[src/rtl/variable_clk_multi.sv]
// rtl/variable_clk_multi.sv - multi-channel programmable square-wave generator on a shared prescaler
// Optional phase alignment (sync input) is built when VCLK_PHASE_ALIGN_EN is defined.
module variable_clk_multi #(
   parameter int CHANNELS = 2,
   parameter int WIDTH    = 10,
   parameter int PRESCALE = 50000
) (
   input  logic                      clk,
   input  logic                      rst,
   input  logic                      en,
`ifdef VCLK_PHASE_ALIGN_EN
   input  logic                      sync,
`endif
   input  logic [CHANNELS*WIDTH-1:0] period_in,
   output logic [CHANNELS-1:0]       clk_out,
   output logic [CHANNELS-1:0]       tick,
   output logic [CHANNELS-1:0]       active
);

   localparam int PW = (PRESCALE > 1) ? $clog2(PRESCALE) : 1;

   localparam logic [0:0] ST_IDLE = 1'b0;
   localparam logic [0:0] ST_RUN  = 1'b1;

   logic [PW-1:0] r_pre_cnt;
   logic          w_unit_stb;
   logic          w_sync;

`ifdef VCLK_PHASE_ALIGN_EN
   assign w_sync = sync;
`else
   assign w_sync = 1'b0;
`endif

   assign w_unit_stb = en && (r_pre_cnt == PW'(PRESCALE - 1));

   always_ff @(posedge clk) begin
      if (rst) begin
         r_pre_cnt <= '0;
      end else if (w_sync) begin
         r_pre_cnt <= '0;
      end else if (en) begin
         if (w_unit_stb) begin
            r_pre_cnt <= '0;
         end else begin
            r_pre_cnt <= r_pre_cnt + PW'(1);
         end
      end
   end

   for (genvar k = 0; k < CHANNELS; k++) begin : g_ch
      logic [0:0]       r_state;
      logic [WIDTH-1:0] r_cnt;
      logic [WIDTH-1:0] r_per;
      logic             r_clk;
      logic             r_tick;
      logic [WIDTH-1:0] w_req;
      logic             w_bound;

      assign w_req   = period_in[k*WIDTH +: WIDTH];
      // r_per is never zero while in RUN, so per-1 cannot wrap
      assign w_bound = (r_cnt == (r_per - WIDTH'(1)));

      always_ff @(posedge clk) begin
         if (rst) begin
            r_state <= ST_IDLE;
            r_cnt   <= '0;
            r_per   <= '0;
            r_clk   <= 1'b0;
            r_tick  <= 1'b0;
         end else if (w_sync) begin
            r_state <= ST_IDLE;
            r_cnt   <= '0;
            r_clk   <= 1'b0;
            r_tick  <= 1'b0;
         end else begin
            r_tick <= 1'b0;
            if (w_unit_stb) begin
               case (r_state)
                  ST_IDLE: begin
                     if (w_req != '0) begin
                        r_per   <= w_req;
                        r_cnt   <= '0;
                        r_clk   <= 1'b1;
                        r_tick  <= 1'b1;
                        r_state <= ST_RUN;
                     end
                  end
                  default: begin
                     if (!w_bound) begin
                        r_cnt <= r_cnt + WIDTH'(1);
                     end else begin
                        r_cnt <= '0;
                        if (w_req == '0) begin
                           r_clk   <= 1'b0;
                           r_state <= ST_IDLE;
                        end else begin
                           r_per  <= w_req;
                           r_clk  <= ~r_clk;
                           r_tick <= ~r_clk;
                        end
                     end
                  end
               endcase
            end
         end
      end

      assign clk_out[k] = r_clk;
      assign tick[k]    = r_tick;
      assign active[k]  = (r_state == ST_RUN);
   end

endmodule
[config.mk]
export PLATFORM = sky130hd
export DESIGN_NAME = variable_clk_multi
export DESIGN_NICKNAME = d
export VERILOG_FILES = /design/src/rtl/variable_clk_multi.sv
export SDC_FILE = /design/constraint.sdc
export NUM_CORES = 1
export LEC_CHECK = 0
export ABC_AREA = 1
export CAP_MARGIN = 20
export CORE_MARGIN = 3
export CORE_UTILIZATION = 50
export CTS_CLUSTER_DIAMETER = 40
export DETAILED_ROUTE_END_ITERATION = 7
export GPL_ROUTABILITY_DRIVEN = 0
export PLACE_DENSITY_LB_ADDON = 0.05
export SYNTH_ARGS = -nofsm -noshare
export SYNTH_HDL_FRONTEND = slang
export SYNTH_SLANG_ARGS = --single-unit
export TNS_END_PERCENT = 50
[constraint.sdc]
create_clock -name clk -period 2.3 [get_ports clk]
set_input_delay 0.46 -clock clk [delete_from_list [all_inputs] [get_ports clk]]
set_output_delay 0.46 -clock clk [all_outputs]
set_load 0.005 [all_outputs]
* Yosys cells after proc, flatten, opt, wreduce, memory -nomap -nowiden
Cells that the tools add are included.
** Storage, ports and cells
- Register bits after elaboration :: 62
- Word-level logic and storage cells :: 75
** Operators by class
- Add/subtract/negate cells :: 5
- Eq/ne operators :: 7
- Mux-type cells :: 35
- Bitwise gates (word level) :: 3
- Reductions and logical operators :: 14
** Operator list (count)
- 10-bit 2-to-1 mux :: 14
- 10-bit by 1-bit adder with 10-bit output (second input constant) :: 2
- 10-bit equality test :: 2
- 10-bit zero test :: 2
- 1-bit 2-to-1 mux :: 20
- 10-bit nonzero test :: 2
- 10-bit by 1-bit subtractor with 10-bit output (second input constant) :: 2
- 16-bit by 1-bit adder with 16-bit output (second input constant) :: 1
- 16-bit equality test (second input constant) :: 1
- 16-bit 2-to-1 mux :: 1
- 4-bit AND reduction :: 2
- 3-bit AND reduction :: 2
- 2-bit by 1-bit != test with 1-bit output (second input constant) :: 2
- 2-bit != test (second input constant) :: 2
- 2-bit AND reduction :: 2
- 2-bit nonzero test :: 2
- 1-bit NOT :: 3
- 2-bit OR reduction :: 1
- 1-bit logical AND :: 1

* Depth between registers and ports, before layout
Gate-level depths: netlist of the first run.
- Depth after elaboration :: 4
- Depth in mapped cells :: 15
- Mapped depth without buffers :: 14

* Least setup slack after synthesis of the first run
OpenSTA, ideal clock, no wires.
- Path kind :: reg2reg
- Start :: reg g_ch[1].r_per[0]
- End :: reg g_ch[1].r_per[4]
- Setup time :: 0.115 ns
- Arrival :: 1.634 ns
- Path slack :: 0.551 ns
- Stages on the path, launching flop included :: 16
- Path buffers :: 1
- Path through :: dfxtp_1 -> inv_1 -> ha_1 -> nand2_1 -> inv_1 -> nor2_1 -> nand2_1 -> nor2_1 -> nand3_1 -> nor2_1 -> nand3_1 -> nand2_2 -> buf_6 -> nand3_1 -> nand2_1 -> nor2_1
** On the way
- Longest elaborated chain between the ends :: 4
** Ends and longest elaborated chain
- start, declared :: RTL line 54 : logic [WIDTH-1:0] r_per;
- start signal, assigned :: RTL line 82 : r_per <= w_req;
- start signal, assigned :: RTL line 98 : r_per <= w_req;
- 10-bit by 1-bit subtractor with 10-bit output :: RTL line 62 : assign w_bound = (r_cnt == (r_per - WIDTH'(1)));
- 10-bit equality test :: RTL line 62
- 2-bit by 1-bit != test with 1-bit output (no line)
- 4-bit AND reduction (no line)
No other way between the ends.
A chain may end at the register's enable or synchronous reset.

* Final worst setup path of the first run
- Start :: reg g_ch[1].r_per[1]
- End :: reg g_ch[1].r_per[9]
The elaborated chain is that of the path after synthesis.

==> results of run 1 <==
power by group through the flow:
stage / sequential, mW / combinational [mW] / clock [mW]
after detailed placement: 1.12 / 0.154 / 0
after global placement: 1.11 / 0.152 / 0
after CTS: 1.09 / 0.154 / 0.884
after global routing: 1.09 / 0.171 / 0.936
final: 1.09 / 0.153 / 0.857
after floorplan: 1.11 / 0.0924 / 0
stage by stage:
| step | worst slack, ns | area [um2] | util (%) | power [mW] |
|---|---|---|---|---|
| after floorplan | 0.551 | 3930 | - | 1.20 |
| after global routing | 0.0145 | 4510 | 60.6 | 2.20 |
| after global placement | 0.187 | 4330 | 58.2 | 1.27 |
| final | 0.224 | 4510 | 60.6 | 2.10 |
| after CTS | 0.214 | 4510 | 60.6 | 2.13 |
| after detailed placement | 0.148 | 4330 | 58.2 | 1.27 |
kinds of logic after synthesis:
| group | share of synthesized area, % |
|---|---|
| mux | 0.510 |
| compound gates | 8.73 |
| buf+inv | 13.1 |
| flops | 31.6 |
| simple gates | 39.1 |
| fa+ha+maj | 1.59 |
| xor+xnor | 5.35 |
worst register-to-register path: stages, from the launching register on:
cell	delay, ns
dfxtp_1	0.37
inv_1	0.08
ha_1	0.29
nand2_1	0.07
inv_1	0.03
nor2_1	0.07
nand2_1	0.06
nor2_1	0.12
nand3_1	0.08
nor2_1	0.09
nand3_1	0.12
nand2_2	0.21
buf_4	0.20
nand3_1	0.08
nand2_1	0.07
nor2_1	0.04
registers in the layout, indices dropped and copies added, names as in the netlist:
signal / flops
g_ch.r_state: 2
g_ch.r_tick: 2
g_ch.r_cnt: 20
r_pre_cnt: 16
g_ch.r_clk: 2
g_ch.r_per: 20
final timing paths:
| path | start | to | slack (ns) | cells after the start |
|---|---|---|---|---|
| worst max-delay path | g_ch[1].r_per[1] | g_ch[1].r_per[9] | 0.22 | 15 |
| worst min-delay path | g_ch[0].r_per[1] | g_ch[0].r_per[1] | 0.50 | 2 |
| worst max register to register | g_ch[1].r_per[1] | g_ch[1].r_per[9] | 0.22 | 15 |
| worst min register to register | g_ch[0].r_per[1] | g_ch[0].r_per[1] | 0.50 | 2 |
cell usage after synthesis, types with 2 or more instances:
master | count | area, um2
nand2_1 | 125 | 469
clkbuf_1 | 2 | 7.51
nand3_2 | 4 | 40.0
and3_1 | 3 | 18.8
clkbuf_2 | 2 | 10.0
xnor2_1 | 8 | 70.1
nand2_2 | 8 | 50.1
ha_1 | 5 | 62.6
nor2_2 | 4 | 25.0
buf_2 | 7 | 35.0
nand3_1 | 55 | 275
o21ai_0 | 11 | 55.1
inv_2 | 3 | 11.3
buf_6 | 5 | 56.3
a21oi_1 | 38 | 190
dfxtp_1 | 62 | 1240
o21ai_1 | 3 | 15.0
nor3_1 | 15 | 75.1
xor2_1 | 16 | 140
nor2_1 | 104 | 390
buf_1 | 2 | 7.51
inv_1 | 90 | 338
buf_4 | 6 | 45.0
nand4_1 | 15 | 93.8
o21a_1 | 3 | 22.5
mux2i_1 | 2 | 20.0
layer usage:
| layer | routed length [um] | track usage [%] | vias up |
|---|---|---|---|
| met5 | 0 | 0 | - |
| met4 | 102 | 5.89 | 0 |
| met3 | 436 | 5.42 | 12 |
| met2 | 4020 | 35.7 | 66 |
| met1 | 4290 | 28.3 | 1656 |
| li1 | - | - | 2006 |
area by class of cell:
cell class	count	share of cell area, %
clock buffer	11	3.13
clock inverter	5	0.777
inverter	94	7.85
multi-input combinational	435	48.1
sequential	62	27.5
tap	99	2.75
timing repair buffer	45	9.88
placed cells by master, fill, tap and decap left out, types with 2 or more instances in the layout:
master	count
nand3_1	55
o21ai_1	3
xnor2_1	8
buf_4	14
nand4_1	15
nor2_1	104
nor3_1	15
dfxtp_1	62
clkinv_2	3
and3_1	3
clkbuf_8	10
mux2i_1	2
nand2_2	8
inv_2	3
inv_1	90
clkinv_4	2
o21a_1	3
nand2_1	125
ha_1	5
buf_12	3
nor2_2	4
o21ai_0	11
xor2_1	16
nand3_2	4
a21oi_1	38
clkdlybuf4s50_1	28
==> out/metrics.cfg, run 1 <==
[sta]
period_minus_slack_ns=2.08
finalSetupTns_ns=0
period_share_pct=90.3
fin_worst_skew_ns=0.00847
whs_ns=0.502
max_freq_mhz=482
rsz0062_at_grt=false
maxSlewViolCount=0
tightest_slew_ns=0.428
finalHoldViolCount=0
slew_headroom_pct=71.4
setup_viol=0

[worst_setup_path]
cpLargestDelayFamily=simple AND/OR/NAND/NOR gates
crit_path_end_kind=flop
cp.required_ns=2.53
path_max_fanout=10
critPathMaxStageDelay_ns=0.37
worst-setup-path-type=flop to flop
path_cells=inv_1, ha_1, nand2_1, inv_1, nor2_1, nand2_1, nor2_1, nand3_1, nor2_1, nand3_1, nand2_2, buf_4, nand3_1, nand2_1, nor2_1
crit_slowest_cell=dfxtp_1
cpMostUsedCell=nor2_1
critPathArrivalTime_ns=2.31
path_buf_inv=3
start_kind=flop

[global_route]
grt_pass1_wl_um=15500
grt-ovfl-total=0
grt_start_max_net_pins=30
antenna_found_initial=0
track_usage_pct=21.7
grt_pass1_vias=3458

[cts]
cts_resized=0
cts_buffers=9
root_buffer=clkbuf_8
cts_tree=built
postCtsSetupBuffers=0
numClockSinks=62
clk_path_buf_depth=2
h-tree-depth=3
cts.clk_slew.worst_paths_ns=0.07
clk_latency_ns=0.34
ctsHoldBuffers=0

[die]
start_util_pct=52.7
fp-row-count=31
core_mm2=0.00745
dieArea_mm2=0.00895
die_h_um=94.6
fp.dieW_um=94.6
ios=29

[hold_path]
hp-class=flop to flop

[yosys]
synth_ff_type=dfxtp_1
ys_warn_count=0
synth-edff-count=0
syn_area_per_cell_um2=6.38
async_flop_share_pct=0
yosysSeqAreaShare_pct=31.6
synth-seq-cells=62
synthCells=615
netlist_area_mm2=0.00393
synth_fp_nets=643
synth.distinct_cells=43

[power]
p_sw_share_pct=25.1
power.density_mw_per_mm2=466
pwr-share-clk_pct=40.8
power_frac_seq_pct=51.9
p_int_mw=1.57
p_switching_uw=528
ir_drop_mv=0.257
p_comb_share_pct=7.3
leakagePower_nw=2.05

[drt]
drtPass1Iterations=4
drt_iter0_markers=214
wl_per_cell_um=11.8
ant_nets=0
vias=3740
drt-vias-per-instance=4.98
drt-total-wl_um=8850
route.detailed.drc=0

[finish]
final.fill_count=750
nets=675
regArea_mm2=0.00124
drive_above_1_share_pct=9.20
stdcell_count=751
multi_input_area_mm2=0.00217
area_growth_pct=14.9
antenna_cells=0

[outcome]
status=finished, final reports clean

[place]
io_buffers=28
dpl.cell_count=735
dpl.hpwl_um=6880

[job]
drv_cap=0

No activity file was read; power rests on OpenSTA's default activity.
==> run 2, diff against run 1 <==
--- a/config.mk
+++ b/config.mk
@@ -7,6 +7,7 @@
 export LEC_CHECK = 0
 export ABC_AREA = 1
 export CAP_MARGIN = 20
+export CORE_ASPECT_RATIO = 0.5
 export CORE_MARGIN = 3
 export CORE_UTILIZATION = 50
 export CTS_CLUSTER_DIAMETER = 40
==> out/metrics.cfg, run 2 (synthesis gave the netlist of run 1 again) <==
[drt]
route.detailed.drc=0  ; unchanged
wl_per_cell_um=11.3  ; -3.8%
drtPass1Iterations=4  ; unchanged
drt-vias-per-instance=4.90  ; -1.6%
drt_iter0_markers=207  ; -3.3%
drt-total-wl_um=8590  ; -3.0%
vias=3710  ; -0.80%
ant_nets=0  ; unchanged

[sta]
whs_ns=0.489  ; -0.0127 ns
setup_viol=0  ; unchanged
period_minus_slack_ns=2.04  ; -0.0333 ns
maxSlewViolCount=0  ; unchanged
finalSetupTns_ns=0  ; unchanged
fin_worst_skew_ns=0.00932  ; +0.000854 ns
slew_headroom_pct=75.6  ; +4.2 points
period_share_pct=88.8  ; -1.4 points
rsz0062_at_grt=false
max_freq_mhz=490  ; +1.6%
finalHoldViolCount=0  ; unchanged
tightest_slew_ns=0.363  ; -0.0648 ns

[finish]
final.fill_count=722  ; -3.7%
drive_above_1_share_pct=8.47  ; -0.73 points
nets=672  ; -0.44%
antenna_cells=0  ; unchanged
reg.largest.list=g_ch.r_cnt (20), g_ch.r_per (20), r_pre_cnt (16)
multi_input_area_mm2=0.00217  ; unchanged
final_common_cell=nand2_1
regArea_mm2=0.00124  ; unchanged
final_cell_mix=125 x nand2_1, 104 x nor2_1, 90 x inv_1, 62 x dfxtp_1, 55 x nand3_1
stdcell_count=757  ; +0.80%
area_growth_pct=17.7

[die]
fp.dieW_um=131  ; +39%
fp-row-count=22  ; -29%
core_mm2=0.00746  ; +0.17%
dieArea_mm2=0.00902  ; +0.72%
start_util_pct=52.6  ; -0.088 points
die_h_um=68.7  ; -27%
ios=29  ; unchanged

[cts]
h-tree-depth=3  ; unchanged
clk_latency_ns=0.33  ; about the same
clk_path_buf_depth=2  ; unchanged
cts_resized=0  ; unchanged
cts_tree=built
numClockSinks=62  ; unchanged
root_buffer=clkbuf_16
cts.clk_slew.worst_paths_ns=0.05  ; -0.02 ns
cts_buffers=9  ; unchanged
postCtsSetupBuffers=0  ; unchanged
ctsHoldBuffers=0  ; unchanged

[power]
power.density_mw_per_mm2=551  ; +18%
leakagePower_nw=2.08  ; +1.9%
ir_drop_mv=0.359  ; +39%
p_total_mw=2.55  ; +21%

[worst_setup_path]
cp.required_ns=2.51  ; -0.02 ns
path_buf_inv=2  ; -1
path_max_fanout=9  ; -1
crit_path_end_kind=flop
r2r_start=g_ch[1].r_per[0]
r2r_slack_ns=0.26  ; +0.03 ns
rr_endpoint=g_ch[1].r_cnt[4]
critPathMaxStageDelay_ns=0.39  ; +0.02 ns
cpMostUsedCell=nor2_1
cpLargestDelayFamily=simple AND/OR/NAND/NOR gates
critPathArrivalTime_ns=2.25  ; -0.06 ns
crit_slowest_cell=dfxtp_1
start_kind=flop
r2r_cells=14  ; -1
worst-setup-path-type=flop to flop
path_cells=inv_1, ha_1, nand2_1, inv_1, nor2_1, nand2_1, nor2_1, nand3_1, nor2_1, nand3_1, nand2_2, nand2_1, nand2_2, nor2_1

[hold_path]
min_to=r_pre_cnt[13]
min_from=r_pre_cnt[13]
hp-class=flop to flop
hold_depth=1  ; -1

[outcome]
status=finished, final reports clean

[global_route]
met2_usage_pct=36.4  ; +0.70 points
antenna_found_initial=0  ; unchanged
use_met1_pct=24.3  ; -4.0 points
track_usage_pct=20.4  ; -1.3 points
grt_pass1_wl_um=14800  ; -4.2%
top_usage_layer=met2
grt-ovfl-total=0  ; unchanged
grt_start_max_net_pins=30  ; unchanged
met3_usage_pct=6.16  ; +0.74 points
grt_pass1_vias=3371  ; -2.5%

[place]
io_buffers=28  ; unchanged
dpl.cell_count=741  ; +0.82%
dpl.hpwl_um=6540  ; -5.0%

[job]
drv_cap=0  ; unchanged

## run 2: how the worst max path moves through the flow
stage                        to             start  depth (start not counted)  slack, ns
2_1_floorplan  g_ch[1].r_per[4]  g_ch[1].r_per[0]                         15       0.55
3_3_place_gp   g_ch[1].r_cnt[4]                en                         10       0.12
3_5_place_dp   g_ch[1].r_cnt[4]                en                         10       0.09
4_1_cts        g_ch[1].r_cnt[4]  g_ch[1].r_per[0]                         14       0.24
5_1_grt        g_ch[1].r_per[1]  g_ch[1].r_per[0]                         15      0.008
6_report       g_ch[1].r_cnt[4]  g_ch[1].r_per[0]                         14       0.26
## run 2: layer usage
| metal | up-vias | wire length [um] |
|---|---|---|
| li1 | 2000 | - |
| met1 | 1656 | 4070 |
| met2 | 48 | 4090 |
| met3 | 6 | 366 |
| met4 | 0 | 59 |
| met5 | - | 0 |
## run 2: worst reg2reg max path, cell delays in order (launching register included)
cell     delay, ns
dfxtp_1       0.39
inv_1         0.11
ha_1          0.32
nand2_1       0.07
inv_1         0.03
nor2_1        0.07
nand2_1       0.06
nor2_1        0.13
nand3_1       0.08
nor2_1        0.09
nand3_1       0.12
nand2_2       0.12
nand2_1       0.09
nand2_2       0.18
nor2_1        0.07
## run 2: area by class of cell
type | instances | share of cell area [%]
clock inverters | 4 | 1.03
clock buffers | 12 | 5.12
inverters | 94 | 7.67
repair buffers | 42 | 9.43
multi-input cells | 435 | 47.0
flip-flops and latches | 62 | 26.9
well taps | 108 | 2.93
## run 2: through the flow
step                setup slack [ns]  util [%]  cell area, um2
floorplan                      0.551         -            3930
detailed placement            0.0943      58.1            4340
global route                 0.00774      61.9            4620
finish                         0.257      61.9            4620
CTS                            0.237      61.9            4620
global placement               0.118      58.1            4340
## run 2: power breakdown
part | internal, mW | switching, mW | total [mW] | leakage (nW)
Sequential | 1.08 | 0.0106 | 1.09 | 0.500
Clock | 0.835 | 0.466 | 1.30 | 0.137
Combinational | 0.0748 | 0.0782 | 0.153 | 1.45
Total | 1.99 | 0.555 | 2.55 | 2.08
==> run 3, diff against run 2 <==
--- a/config.mk
+++ b/config.mk
@@ -14,6 +14,7 @@
 export DETAILED_ROUTE_END_ITERATION = 7
 export GPL_ROUTABILITY_DRIVEN = 0
 export PLACE_DENSITY_LB_ADDON = 0.05
+export SLEW_MARGIN = 20
 export SYNTH_ARGS = -nofsm -noshare
 export SYNTH_HDL_FRONTEND = slang
 export SYNTH_SLANG_ARGS = --single-unit
==> results of run 3 <==
Final layout, timing and power as in run 2 (identical DEF).
==> edit (flow settings as in run 2) <==
Change the parameter `WIDTH` from 10 to 14.
--- a/src/rtl/variable_clk_multi.sv
+++ b/src/rtl/variable_clk_multi.sv
@@ -2,7 +2,7 @@
 // Optional phase alignment (sync input) is built when VCLK_PHASE_ALIGN_EN is defined.
 module variable_clk_multi #(
    parameter int CHANNELS = 2,
-   parameter int WIDTH    = 10,
+   parameter int WIDTH    = 14,
    parameter int PRESCALE = 50000
 ) (
    input  logic                      clk,
Ports: changed (resized period_in); port bits go from 29 to 37. The function was not compared with the original's and may differ.
==> edit against run 2 <==
Sequential cell count increased by 16; total power up 10%; critical path depth grew 2; routed wire length grew 33%; cell count rose by 33%; global-route usage grew 0.32 points; setup slack worse by 69 ps; synthesized area grew 29%; design area up 33%; largest cell class unchanged; largest power group is now sequential cells.
==> edit: results (changes against run 2) <==
| Metric | Value |
|---|---|
| Synth cell types | `40 (-7.0%)` |
| CTS Root Cell | `clkbuf_16` |
| Met1 GRT Util | `27.4% (+3.0 points)` |
| Mux contribution to synthesized area | `0% (-0.51 points)` |
| Top post-synthesis cells by count | `193 x nand2_1, 136 x nor2_1, 115 x inv_1` |
| Filler instances | `943 (+31%)` |
| Compound-Gate Fraction of Synth Area | `8.58% (-0.16 points)` |
| Worst hold path endpoint | `r_pre_cnt[0]` |
| Vias | `4883 (+32%)` |
| HPWL Detailed | `8730 µm (+34%)` |
| XOR/XNOR Fraction of Synth Area | `6.67% (+1.3 points)` |
| Syn_area_per_cell | `6.24 µm² (-2.2%)` |
| Crit path largest cell delay | `330 ps (-60 ps)` |
| Sequential-to-total area share from yosys stat | `30.8% (-0.77 points)` |
| Non-CTS buffers | `75 (+79%)` |
| Layout cells sized above 1 | `12.0% (+3.5 points)` |
| Grt met3 use | `4.43% (-1.7 points)` |
| Seq/total area | `25.5% (-1.4 points)` |
| Max VDD drop | `383 µV (+6.8%)` |
| Crit Reg-Reg Endpoint | `g_ch[1].r_cnt[2]` |
| First-pass GRT wire length | `19800 µm (+34%)` |
| Worst hold path startpoint | `r_pre_cnt[0]` |
| Worst-Skew Late Latency | `330 ps (about the same)` |
| Final Power | `0.00281 W (+10%)` |
| CTS sink count | `78 (+26%)` |
| Cell Count, Final, Fillers Out | `1009 (+33%)` |
| Setup slack at placement | `-60.7 ps (-155 ps)` |
| Inverter count | `123 (+31%)` |
| Clk_skew | `4.97 ps (-4.35 ps)` |
| Largest regs | `g_ch.r_cnt: 28 flops, g_ch.r_per: 28 flops, r_pre_cnt: 16 flops` |
| Status | `finished clean` |
| Total power divided by cell area | `458 mW/mm² (-17%)` |
| 1st-iter DRT viols | `256 (+24%)` |
| Grt met2 use | `35.2% (-1.3 points)` |
| Post-Route WL | `11400 µm (+33%)` |
| Global Route Usage Sum | `20.7% (+0.32 points)` |
| Psw | `0.000607 W (+9.4%)` |
| Clock power share | `44.9% (-6.2 points)` |
| Main area contributors after synthesis | `dfxtp_1 31%, nand2_1 14%, nor2_1 10%, inv_1 8.5%, nand3_1 7.2%` |
| Reg-to-reg slack, setup | `190 ps (-70 ps)` |
| Post-placement cell area | `0.00576 mm² (+33%)` |
| Critical path fanouts, max | `12 (+3)` |
| Final hold slack | `476 ps (-12.8 ps)` |
| Syn Nets | `847 (+32%)` |
| Worst R2R Path Depth | `16 (+2)` |
| DIE WIDTH | `148 µm (+13%)` |
| Worst Tran Pin Value | `618 ps (+255 ps)` |
| Leak | `2.82 nW (+35%)` |
| Synth Area in Adders | `1.24% (-0.36 points)` |
| Non-clock buffers, area share | `12.2% (+2.8 points)` |
| Comb pwr | `0.000186 W (+22%)` |
| Port Buffers | `36 (+29%)` |
| Multi-input combinational gate total | `584 (+34%)` |
-- edit: cell types whose count changed in the layout (fill, tap and decap cells not counted), moves of 8 or more --
cell,change
dfxtp_1,+14
nor2_2,+10
nand2_1,+62
buf_4,+21
nor2_1,+26
clkdlybuf4s50_1,+8
nand3_1,+17
inv_1,+25
a21oi_2,+8
-- edit: routing by layer --
layer | wire (µm) | part of all wire (%)
met5 | 0 | 0
met4 | 135 | 1.2
met3 | 420 | 3.7
met2 | 5230 | 46
met1 | 5660 | 49
-- edit: worst max-delay path by stage --
stage                                start           endpoint  slack, ps  cells past startpoint
after CTS                     r_pre_cnt[0]   g_ch[0].r_cnt[6]        120                     11
after floorplan           g_ch[1].r_per[0]   g_ch[1].r_cnt[9]        400                     16
after global routing          r_pre_cnt[1]  g_ch[0].r_cnt[10]         10                     12
after detailed placement                en   g_ch[0].r_cnt[6]        -60                     11
after global placement                  en  g_ch[0].r_cnt[10]        -20                     12
final                     g_ch[1].r_per[0]   g_ch[1].r_cnt[2]        190                     16
